## src/rtl/efuse_pkg.sv

```systemverilog
// rtl/efuse_pkg.sv - shared FSM encodings and error causes for the multiword eFuse controller
package efuse_pkg;

  localparam logic [1:0] ST_INIT_RD = 2'd0;
  localparam logic [1:0] ST_IDLE    = 2'd1;
  localparam logic [1:0] ST_PGM     = 2'd2;
  localparam logic [1:0] ST_VERIFY  = 2'd3;

  localparam logic [1:0] ERR_NONE      = 2'd0;
  localparam logic [1:0] ERR_ADDR      = 2'd1;
  localparam logic [1:0] ERR_NOT_BLANK = 2'd2;
  localparam logic [1:0] ERR_BUSY      = 2'd3;

  function automatic int addr_width(input int n);
    return (n > 1) ? $clog2(n) : 1;
  endfunction

endpackage

```

## src/rtl/efuse_shadow_regs.sv

```systemverilog
// rtl/efuse_shadow_regs.sv - NUM_WORDS x DATA_W shadow bank with per-word write and bypass load
module efuse_shadow_regs #(
  parameter int DATA_W    = 32,
  parameter int NUM_WORDS = 4,
  parameter int ADDR_W    = 2
) (
  input  logic                          clk,
  input  logic                          rst_n,
  input  logic                          bypass,
  input  logic [NUM_WORDS*DATA_W-1:0]   bypass_img,
  input  logic                          we,
  input  logic [ADDR_W-1:0]             waddr,
  input  logic [DATA_W-1:0]             wdata,
  output logic [NUM_WORDS*DATA_W-1:0]   shadow
);

  logic [DATA_W-1:0] words [NUM_WORDS];

  for (genvar k = 0; k < NUM_WORDS; k++) begin : g_word
    // bypass wins over a controller write landing in the same cycle
    always_ff @(posedge clk or negedge rst_n) begin
      if (!rst_n) begin
        words[k] <= '0;
      end else if (bypass) begin
        words[k] <= bypass_img[k*DATA_W +: DATA_W];
      end else if (we && (waddr == ADDR_W'(k))) begin
        words[k] <= wdata;
      end
    end
    assign shadow[k*DATA_W +: DATA_W] = words[k];
  end

endmodule

```

## src/rtl/efuse_multiword_ctrl.sv

```systemverilog
// rtl/efuse_multiword_ctrl.sv - eFuse main FSM: init sweep, blank-checked program with read-back verify
module efuse_multiword_ctrl
  import efuse_pkg::*;
#(
  parameter int DATA_W    = 32,
  parameter int NUM_WORDS = 4,
  parameter int ADDR_W    = addr_width(NUM_WORDS)
) (
  input  logic                          clk,
  input  logic                          rst_n,
  input  logic                          efuse_bypass,
  input  logic [NUM_WORDS*DATA_W-1:0]   bypass_img,
  input  logic                          multi_en,
  input  logic                          wr_req,
  input  logic [ADDR_W-1:0]             wr_addr,
  input  logic [DATA_W-1:0]             wr_data,
  output logic [NUM_WORDS*DATA_W-1:0]   shadow_out,
  output logic                          init_done,
  output logic                          busy,
  output logic                          ack,
  output logic                          wr_err,
  output logic                          vfy_err,
  output logic                          ctl_read,
  output logic                          ctl_write,
  output logic [ADDR_W-1:0]             ctl_addr,
  output logic [DATA_W-1:0]             ctl_wdata,
  input  logic                          rd_done,
  input  logic                          wr_done,
  input  logic [DATA_W-1:0]             rd_data
);

  localparam logic [ADDR_W:0]   WORDS_L  = (ADDR_W+1)'(NUM_WORDS);
  localparam logic [ADDR_W-1:0] LAST_IDX = ADDR_W'(NUM_WORDS - 1);

  logic [1:0]        state;
  logic [ADDR_W-1:0] idx;
  logic [ADDR_W-1:0] job_addr;
  logic [DATA_W-1:0] job_mask;
  logic [DATA_W-1:0] job_old;
  logic              wr_req_q;
  logic              run;
  logic              wr_edge;
  logic [DATA_W-1:0] cur_word;
  logic [DATA_W-1:0] mask_req;
  logic [1:0]        err_cause;
  logic              sh_we;
  logic [ADDR_W-1:0] sh_waddr;

  assign wr_edge  = wr_req && !wr_req_q;
  assign mask_req = wr_data & ~cur_word;

  // run keeps busy low while reset holds the FSM parked in INIT_RD
  assign busy      = run && (state != ST_IDLE);
  assign ctl_addr  = (state == ST_INIT_RD) ? idx : job_addr;
  assign ctl_wdata = job_mask;

  assign sh_we    = rd_done && ((state == ST_INIT_RD) || (state == ST_VERIFY));
  assign sh_waddr = (state == ST_INIT_RD) ? idx : job_addr;

  always_comb begin
    cur_word = '0;
    for (int k = 0; k < NUM_WORDS; k++) begin
      if (wr_addr == ADDR_W'(k)) cur_word = shadow_out[k*DATA_W +: DATA_W];
    end
  end

  always_comb begin
    err_cause = ERR_NONE;
    if (wr_edge) begin
      if (state != ST_IDLE)                    err_cause = ERR_BUSY;
      else if ({1'b0, wr_addr} >= WORDS_L)     err_cause = ERR_ADDR;
      else if (!multi_en && (cur_word != '0))  err_cause = ERR_NOT_BLANK;
    end
  end

  always_ff @(posedge clk or negedge rst_n) begin
    if (!rst_n) begin
      state     <= ST_INIT_RD;
      idx       <= '0;
      job_addr  <= '0;
      job_mask  <= '0;
      job_old   <= '0;
      wr_req_q  <= 1'b0;
      run       <= 1'b0;
      init_done <= 1'b0;
      ack       <= 1'b0;
      wr_err    <= 1'b0;
      vfy_err   <= 1'b0;
      ctl_read  <= 1'b0;
      ctl_write <= 1'b0;
    end else begin
      run      <= 1'b1;
      wr_req_q <= wr_req;
      ack      <= 1'b0;
      vfy_err  <= 1'b0;
      wr_err   <= (err_cause != ERR_NONE);
      case (state)
        ST_INIT_RD: begin
          ctl_read <= !rd_done;
          if (rd_done) begin
            ack <= 1'b1;
            if (idx == LAST_IDX) begin
              idx       <= '0;
              init_done <= 1'b1;
              state     <= ST_IDLE;
            end else begin
              idx <= idx + 1'b1;
            end
          end
        end
        ST_IDLE: begin
          if (wr_edge && (err_cause == ERR_NONE)) begin
            // every requested bit already blown: acknowledge without touching the fuse
            if (mask_req == '0) begin
              ack <= 1'b1;
            end else begin
              job_addr <= wr_addr;
              job_mask <= mask_req;
              job_old  <= cur_word;
              state    <= ST_PGM;
            end
          end
        end
        ST_PGM: begin
          ctl_write <= !wr_done;
          if (wr_done) state <= ST_VERIFY;
        end
        ST_VERIFY: begin
          ctl_read <= !rd_done;
          if (rd_done) begin
            ack     <= 1'b1;
            vfy_err <= (rd_data != (job_old | job_mask));
            state   <= ST_IDLE;
          end
        end
        default: state <= ST_IDLE;
      endcase
    end
  end

  efuse_shadow_regs #(
    .DATA_W    (DATA_W),
    .NUM_WORDS (NUM_WORDS),
    .ADDR_W    (ADDR_W)
  ) u_shadow (
    .clk        (clk),
    .rst_n      (rst_n),
    .bypass     (efuse_bypass),
    .bypass_img (bypass_img),
    .we         (sh_we),
    .waddr      (sh_waddr),
    .wdata      (rd_data),
    .shadow     (shadow_out)
  );

endmodule

```

## config.mk

```make
export PLATFORM = sky130hd
export DESIGN_NAME = efuse_multiword_ctrl
export DESIGN_NICKNAME = d
export VERILOG_FILES = /design/src/rtl/efuse_pkg.sv /design/src/rtl/efuse_shadow_regs.sv /design/src/rtl/efuse_multiword_ctrl.sv
export SDC_FILE = /design/constraint.sdc
export NUM_CORES = 1
export LEC_CHECK = 0
export ABC_AREA = 1
export CAP_MARGIN = 20
export CORE_AREA = 4 4 191 193
export CTS_CLUSTER_SIZE = 24
export DETAILED_ROUTE_END_ITERATION = 16
export DIE_AREA = 0 0 195 197
export PLACE_DENSITY = 0.57
export SLEW_MARGIN = 25
export SYNTH_ARGS = -nofsm -noshare
export SYNTH_HDL_FRONTEND = slang
export SYNTH_SLANG_ARGS = --single-unit
```

## constraint.sdc

```tcl
create_clock -name clk -period 2.45 [get_ports clk]
set_clock_uncertainty 0.05 [all_clocks]
set_input_delay 0.49 -clock clk [delete_from_list [all_inputs] [get_ports clk]]
set_output_delay 0.49 -clock clk [all_outputs]
set_load 0.02 [all_outputs]
```

==> results of run 1 <==
power groups by stage:
stage               Sequential [mW]  Combinational (mW)  Clock (mW)
floorplan                      6.16                2.58           0
global placement               5.51                6.98           0
detailed placement             5.50                7.06           0
CTS                            5.47                7.20        3.78
global route                   5.61                7.98        3.94
finish                         5.49                7.40        3.72
sequential cells by signal, summed over array words and instances, names as in the netlist:
signal           cells
ack                  1
ctl_read             1
ctl_wdata           32
ctl_write            1
idx                  2
init_done            1
job_addr             2
job_old             32
run                  1
state                2
u_shadow.shadow    128
vfy_err              1
wr_err               1
wr_req_q             1
placed cells by master (no fill, tap or decap), drive strengths merged, types with 3 or more instances in the layout:
master	synthesis	layout
a21oi	16	16
a31oi	51	51
buf	28	137
clkbuf	43	41
clkdlybuf4s50	0	362
clkinv	2	5
dfrtp	206	206
diode	0	3
ha	7	7
inv	39	39
nand2	450	450
nand3	63	63
nand4	7	7
nor2	136	136
nor3	5	5
nor4	4	4
o211ai	61	61
o21ai	117	117
or2	19	19
xnor2	21	21
xor2	8	8
layer usage:
| layer | part of all wire (%) | up-vias |
|---|---|---|
| met5 | 0.067 | - |
| met4 | 1.9 | 4 |
| met3 | 8.1 | 62 |
| met2 | 49 | 510 |
| met1 | 41 | 5416 |
| li1 | - | 5235 |
worst min path at each step:
stage / start / end / depth (start not counted)
after floorplan: rst_n / ack$_DFF_PN0_ / 0
after CTS: wr_req_q$_DFF_PN0_ / wr_err$_DFF_PN0_ / 1
final: wr_req_q$_DFF_PN0_ / wr_err$_DFF_PN0_ / 1
after detailed placement: wr_req_q$_DFF_PN0_ / wr_err$_DFF_PN0_ / 1
after global routing: wr_req_q$_DFF_PN0_ / wr_err$_DFF_PN0_ / 1
after global placement: wr_req_q$_DFF_PN0_ / wr_err$_DFF_PN0_ / 1
through the flow:
stage	utilization, %	setup slack (ns)	hold WS (ns)	area, um2	setup TNS (ns)
finish	48.1	0.0636	0.393	16600	0
global route	48.1	-0.0965	0.391	16600	-4.37
CTS	47.0	0.00747	0.386	16300	0
detailed placement	44.2	-0.680	0.375	15300	-44.39
global placement	44.2	-0.666	0.364	15300	-44.69
floorplan	-	0.0304	0.144	10300	0
cell families (layout without fill, tap and decap cells):
family          after synthesis  after routing  share of synthesized area (%)
simple gates                686            686                           26.8
compound gates              249            249                           14.9
flops                       206            206                           49.9
buf+inv                     112            589                           5.03
xor+xnor                     29             29                           2.46
fa+ha+maj                     7              7                          0.849
other cells                   1              4                         0.0363
layout make-up:
type / instances / share of cell area (%)
sequential: 206 / 31.0
timing repair buffer: 506 / 30.9
multi-input combinational: 972 / 28.8
clock buffer: 37 / 4.40
tap: 455 / 3.43
inverter: 41 / 0.956
clock inverter: 5 / 0.452
antenna: 3 / 0.0452
worst max-delay path: cells and delay by family, from the launching register on:
kind                   cells  cell delay (ns)
AOI/OAI and AO/OA          3             0.43
buffers and inverters      2             0.35
DFF                        1             0.41
and+or+nand+nor            9             1.02
timing repair:
action                                  CTS  global route
buffers inserted                          8            12
resized for setup                        28            54
hold buffers                              1             0
endpoints found under the setup margin   72           100
pin swaps                                 6            23
gates cloned                              2             6
endpoints found under the hold margin    50             0
==> summary.md, run 1 <==
| Metric | Value |
|---|---|
| Final nets | `1959` |
| Reg2reg end | `job_old[18]$_DFFE_PN0P_` |
| Ports | `370` |
| FF+latch count, synth | `206` |
| Layout cell share with drive strength beyond 1 | `14.1%` |
| Skew-Pair Late Insertion Delay | `0.53 ns` |
| Post-synth top cells | `449 x nand2_1, 206 x dfrtp_1, 135 x nor2_1` |
| Min cycle time layout | `2.39 ns` |
| Initial antenna violation count | `5` |
| Max clock buf depth | `3` |
| Critical Path, Cell by Cell | `o21ai_0, nand3_1, nand2_2, nand2_1, nor2_2, nand2_1, nor2_1, nand2_1, a21boi_2, nand3_4, buf_12, buf_16, nand2_1, o21ai_2` |
| Die height | `197 um` |
| Vias per std cell | `5.05` |
| Number of buffers created by CTS | `24` |
| Share of the yosys chip area belonging to registers | `49.9%` |
| Area of the multi-input gates | `4790 um2` |
| Crit-path max cell delay | `0.41 ns` |
| Cell taking the most area after synthesis | `dfrtp_1` |
| Non-Filler Instances | `2225` |
| Placed cells | `2151` |
| Slew headroom | `47.8%` |
| Die X | `195 um` |
| Arrival time at the worst endpoint | `2.75 ns` |
| WP data required | `2.81 ns` |
| CP startpoint | `u_shadow.shadow[75]$_DFFE_PN0P_` |
| Int Power | `10.1 mW` |
| Synth area leaders | `dfrtp_1 50%, nand2_1 16%, nor2_1 4.9%` |
| Fillers | `3432` |
| Worst-Margin Slew | `0.776 ns` |
| VDD IR-drop max | `0.563 mV` |
| Crit Path Class | `flip-flop to flip-flop` |
| Vias in the first global route | `11400` |
| Met3 Use GR | `5.01%` |
| Global-route wire length before repair | `72700 um` |
| Power Density | `1000 nW/um2` |
| Area Overhead vs Synth | `61.0%` |
| Max-cap violations | `0` |
| Hold Vio Cnt, Final | `0` |
| Top Usage Layer GRT | `met2` |
| Ys flop type | `dfrtp_1` |
| P_leak | `7.28 nW` |
| Total power | `16.6 mW` |
| Final Setup Violations | `0` |
| Largest net degree at the start of global routing | `66` |
| Drt pass-1 iters | `8` |
| Switch Pwr | `6.49 mW` |
| Reg2reg start | `u_shadow.shadow[75]$_DFFE_PN0P_` |
| Routed len/inst | `22.7 um` |
| Combinational share of power | `44.6%` |
| Clock share of power | `22.4%` |
| Die area | `38400 um2` |
| Area of the mapped netlist | `10300 um2` |
| Met2 Usage GRT | `42.3%` |
| YS warnings | `0` |
| Worst path slowest cell | `dfrtp_1` |
| Clock Pin Slew Worst Setup and Hold Paths | `0.06 ns` |
| Ys async rst share | `100%` |
| Worst setup path endpoint | `job_old[18]$_DFFE_PN0P_` |
| Post-route DRC violation count | `0` |
| Cell mode on critical path | `nand2_1` |
| Yosys top cell area share | `49.9%` |
| Library cells used by synthesis | `37` |
| Critical-path maximum fanout | `17` |
| Most frequent cell after synthesis | `nand2_1` |
| Floorplan row count | `68` |
| Endpoint class of the critical path | `flip-flop` |
| Grt met1 use | `32.6%` |
| Post-synth EDFFs | `0` |
| GRT overflow | `0` |
| CP Launch Type | `flip-flop` |
| Root buffer cell | `clkbuf_16` |
| Sum of net half-perimeters after detailed placement | `37400 um` |
| Antenna-violating nets left | `0` |
| Total clock sinks | `206` |
| FF-to-FF path depth | `14` |
| Initial Utilization | `29.9%` |
| H-tree depth | `1` |
| Max frequency | `0.419 GHz` |
| Reg2reg setup slack | `0.06 ns` |
| Flop pwr share | `33.1%` |
| Core region area | `34500 um2` |
| Worst min path class | `flip-flop to flip-flop` |
| Run status | `completed` |
| Mapped Nets | `1498` |
| Switch share | `39.1%` |
| Fin crit share | `97.4%` |
| Drt total wl | `50500 um` |
| CTS tree | `built` |
| DR iter-0 viols | `787` |
| Reg area | `5150 um2` |
| Max-slew violation count | `0` |
| All-Layer GR Usage | `24.7%` |
| Total number of vias | `11200` |
| Mean Syn Cell Area | `8.00 um2` |
| RD Place Congestion | `0.905` |
| RSZ-0062 raised after global routing | `yes` |
| Mapped Cells | `1290` |
| I/O Buffers | `369` |
Power figures use the tool's default switching activity.
==> inputs of run 2 (changes only) <==
==> constraint.sdc (replaced) <==
create_clock -name clk -period 2.7 [get_ports clk]
set_clock_uncertainty 0.05 [all_clocks]
set_input_delay 0.54 -clock clk [delete_from_list [all_inputs] [get_ports clk]]
set_output_delay 0.54 -clock clk [all_outputs]
set_load 0.02 [all_outputs]
==> run 2 against run 1 <==
  * Combinational power fell by 14%
  * Setup slack improved by 0.051 ns
  * Critical path depth rose by 3
  * Die area did not move
  * Wire length fell by 4.1%
  * Count of clock-buffer cells in the layout rose by 3
  * Sequential power fell by 9.5%
  * Hold slack got worse by 0.010 ns
  * Sequential cell count did not move
  * Clock power fell by 12%
==> summary.md, run 2 (same netlist as run 1, synthesis figures left out) <==
| Metric | Value |
|---|---|
| Worst setup margin | `0.115 ns (was 0.0636 ns)` |
| Arrival time at the worst endpoint | `2.94 ns (was 2.75 ns)` |
| Antenna-violating nets left | `0 (unchanged)` |
| Initial antenna violation count | `4 (was 5)` |
| RSZ-0062 raised after global routing | `yes (unchanged)` |
| Final Setup Violations | `0 (unchanged)` |
| Worst path bufs/invs | `4 (was 2)` |
| Skew-Pair Late Insertion Delay | `0.54 ns (was 0.53 ns)` |
| Worst min path class | `flip-flop to flip-flop (unchanged)` |
| Vias per std cell | `4.99 (was 5.05)` |
| Clock Pin Slew Worst Setup and Hold Paths | `0.06 ns (about the same)` |
| Cell mode on critical path | `nand2_1 (unchanged)` |
| Die area | `38400 um2 (unchanged)` |
| Worst-Margin Slew | `0.837 ns (was 0.776 ns)` |
| CP startpoint | `wr_addr[0] (was u_shadow.shadow[75]$_DFFE_PN0P_)` |
| Routed len/inst | `22.1 um (was 22.7 um)` |
| Max-slew violation count | `0 (unchanged)` |
| Area of the multi-input gates | `4690 um2 (was 4790 um2)` |
| Slew headroom | `44.2% (was 47.8%)` |
| Critical-path maximum fanout | `64 (was 17)` |
| Layout cell share with drive strength beyond 1 | `10.8% (was 14.1%)` |
| Post-route DRC violation count | `0 (unchanged)` |
| Final nets | `1929 (was 1959)` |
| Max clock buf depth | `3 (unchanged)` |
| Fillers | `3414 (was 3432)` |
| CP Launch Type | `input pin (was flip-flop)` |
| Crit-path max cell delay | `0.25 ns (was 0.41 ns)` |
| Min cycle time layout | `2.59 ns` |
| DR iter-0 viols | `748 (was 787)` |
| Floorplan row count | `68 (unchanged)` |
| WP data required | `3.05 ns (was 2.81 ns)` |
| Drt total wl | `48400 um (was 50500 um)` |
| Ports | `370 (unchanged)` |
| CTS tree | `built (unchanged)` |
| Max-cap violations | `0 (unchanged)` |
| Max frequency | `0.387 GHz` |
| Total power | `14.6 mW (was 16.6 mW)` |
| Crit Path Class | `input pin to flip-flop (was flip-flop to flip-flop)` |
| Drt pass-1 iters | `5 (was 8)` |
| Root buffer cell | `clkbuf_16 (unchanged)` |
| Sum of net half-perimeters after detailed placement | `37000 um (was 37400 um)` |
| Area Overhead vs Synth | `55.4% (was 61.0%)` |
| CP delay by family, top | `simple AND/OR/NAND/NOR gates (unchanged)` |
| P_leak | `7.01 nW (was 7.28 nW)` |
| Global-route wire length before repair | `71600 um (was 72700 um)` |
| Worst path slowest cell | `buf_16 (was dfrtp_1)` |
| Power Density | `909 nW/um2 (was 1000 nW/um2)` |
| Reg area | `5160 um2 (was 5150 um2)` |
| Core region area | `34500 um2 (unchanged)` |
| Fin crit share | `95.8%` |
| Total clock sinks | `206 (unchanged)` |
| All-Layer GR Usage | `24.4% (was 24.7%)` |
| Run status | `completed (unchanged)` |
| Min-delay src | `wr_req_q$_DFF_PN0_ (unchanged)` |
| Die height | `197 um (unchanged)` |
| Total number of vias | `10900 (was 11200)` |
| Max reg flops | `128 (unchanged)` |
| Most frequent cells in the layout | `448 x nand2_1, 362 x clkdlybuf4s50_1, 204 x dfrtp_1 (was 430 x nand2_1, 362 x clkdlybuf4s50_1, 206 x dfrtp_1)` |
| Critical Path, Cell by Cell | `clkbuf_4, inv_2, nor2_1, buf_4, nand2_1, nand3_1, nand2_1, nand2_1, nor2_1, nand2_1, nor2_1, nand2_1, a21boi_2, nand3_4, buf_16, nand2_1, o21ai_1 (was o21ai_0, nand3_1, nand2_2, nand2_1, nor2_2, nand2_1, nor2_1, nand2_1, a21boi_2, nand3_4, buf_12, buf_16, nand2_1, o21ai_2)` |
| I/O Buffers | `369 (unchanged)` |
| Die X | `195 um (unchanged)` |
| GRT overflow | `0 (unchanged)` |
| Most common cell after layout, fill and taps aside | `nand2_1 (unchanged)` |
| RD Place Congestion | `0.891 (was 0.905)` |
| Initial Utilization | `29.9% (unchanged)` |
| Largest net degree at the start of global routing | `131 (was 66)` |
| VDD IR-drop max | `0.525 mV (was 0.563 mV)` |
| H-tree depth | `1 (unchanged)` |
| Place WS | `-0.563 ns (was -0.680 ns)` |
| Vias in the first global route | `11000 (was 11400)` |
| Hold Vio Cnt, Final | `0 (unchanged)` |
| Endpoint class of the critical path | `flip-flop (unchanged)` |
| Reg2reg start | `state[1]$_DFFE_PN0P_ (was u_shadow.shadow[75]$_DFFE_PN0P_)` |
| Number of buffers created by CTS | `25 (was 24)` |
-- run 2: per-stage QoR --
step                      utilization (%)  instance area [um2]  hold slack [ns]  std cells  setup TNS, ns
after global placement               44.0                15200            0.364       2147         -37.68
after CTS                            46.3                16000            0.376       2191              0
after detailed placement             44.0                15200            0.372       2147         -34.65
after global routing                 46.4                16000            0.385       2193         -0.161
after floorplan                         -                10300            0.194       1290              0
final                                46.4                16000            0.383       2193              0
-- run 2: worst paths after layout --
kind | to | slack (ns) | cells after the start
setup / recovery | ctl_wdata[29]$_DFFE_PN0P_ | 0.11 | 17
hold / removal | wr_err$_DFF_PN0_ | 0.38 | 1
setup reg to reg | u_shadow.shadow[18]$_DFFE_PN0P_ | 0.17 | 13
hold reg to reg | wr_err$_DFF_PN0_ | 0.38 | 1
max in group asynchronous | u_shadow.shadow[49]$_DFFE_PN0P_ | 1.25 | 3
min in group asynchronous | job_old[29]$_DFFE_PN0P_ | 0.56 | 2
-- run 2: metal layers --
| metal | wire (um) | GRT usage (%) | part of all wire (%) | up-vias |
|---|---|---|---|---|
| li1 | - | - | - | 5165 |
| met1 | 20000 | 31.5 | 41 | 5209 |
| met2 | 23200 | 41.3 | 48 | 488 |
| met3 | 3870 | 5.59 | 8.0 | 72 |
| met4 | 1400 | 6.93 | 2.9 | 4 |
| met5 | 34 | 0 | 0.070 | - |
-- run 2: power by group --
part           switching, mW  total, mW  internal (mW)  leakage (nW)
combinational           3.51       6.34           2.83          4.14
clock                   1.34       3.27           1.93         0.375
sequential             0.893       4.97           4.08          2.50
total                   5.74       14.6           8.84          7.01
-- run 2: cell type report --
cell class	count	share of cell area (%)
clock buffer	40	4.56
tap	455	3.55
inverter	41	0.960
clock inverter	2	0.242
antenna	2	0.0312
timing repair buffer	475	29.3
sequential	206	32.2
multi-input combinational	972	29.2
-- run 2: worst reg2reg max path, delay by kind of cell, from the launching register on --
kind / cells / cell delay [ns]
compound gates: 2 / 0.24
fa+ha+maj: 1 / 0.16
buf+inv: 6 / 0.84
flops: 1 / 0.44
simple gates: 4 / 0.72
-- run 2: repair_timing --
action	in CTS	in global routing
buffers inserted	1	0
cloned	0	0
gates resized for setup	10	15
endpoints found under the hold margin	51	0
hold buffers	1	0
setup endpoints to repair	5	90
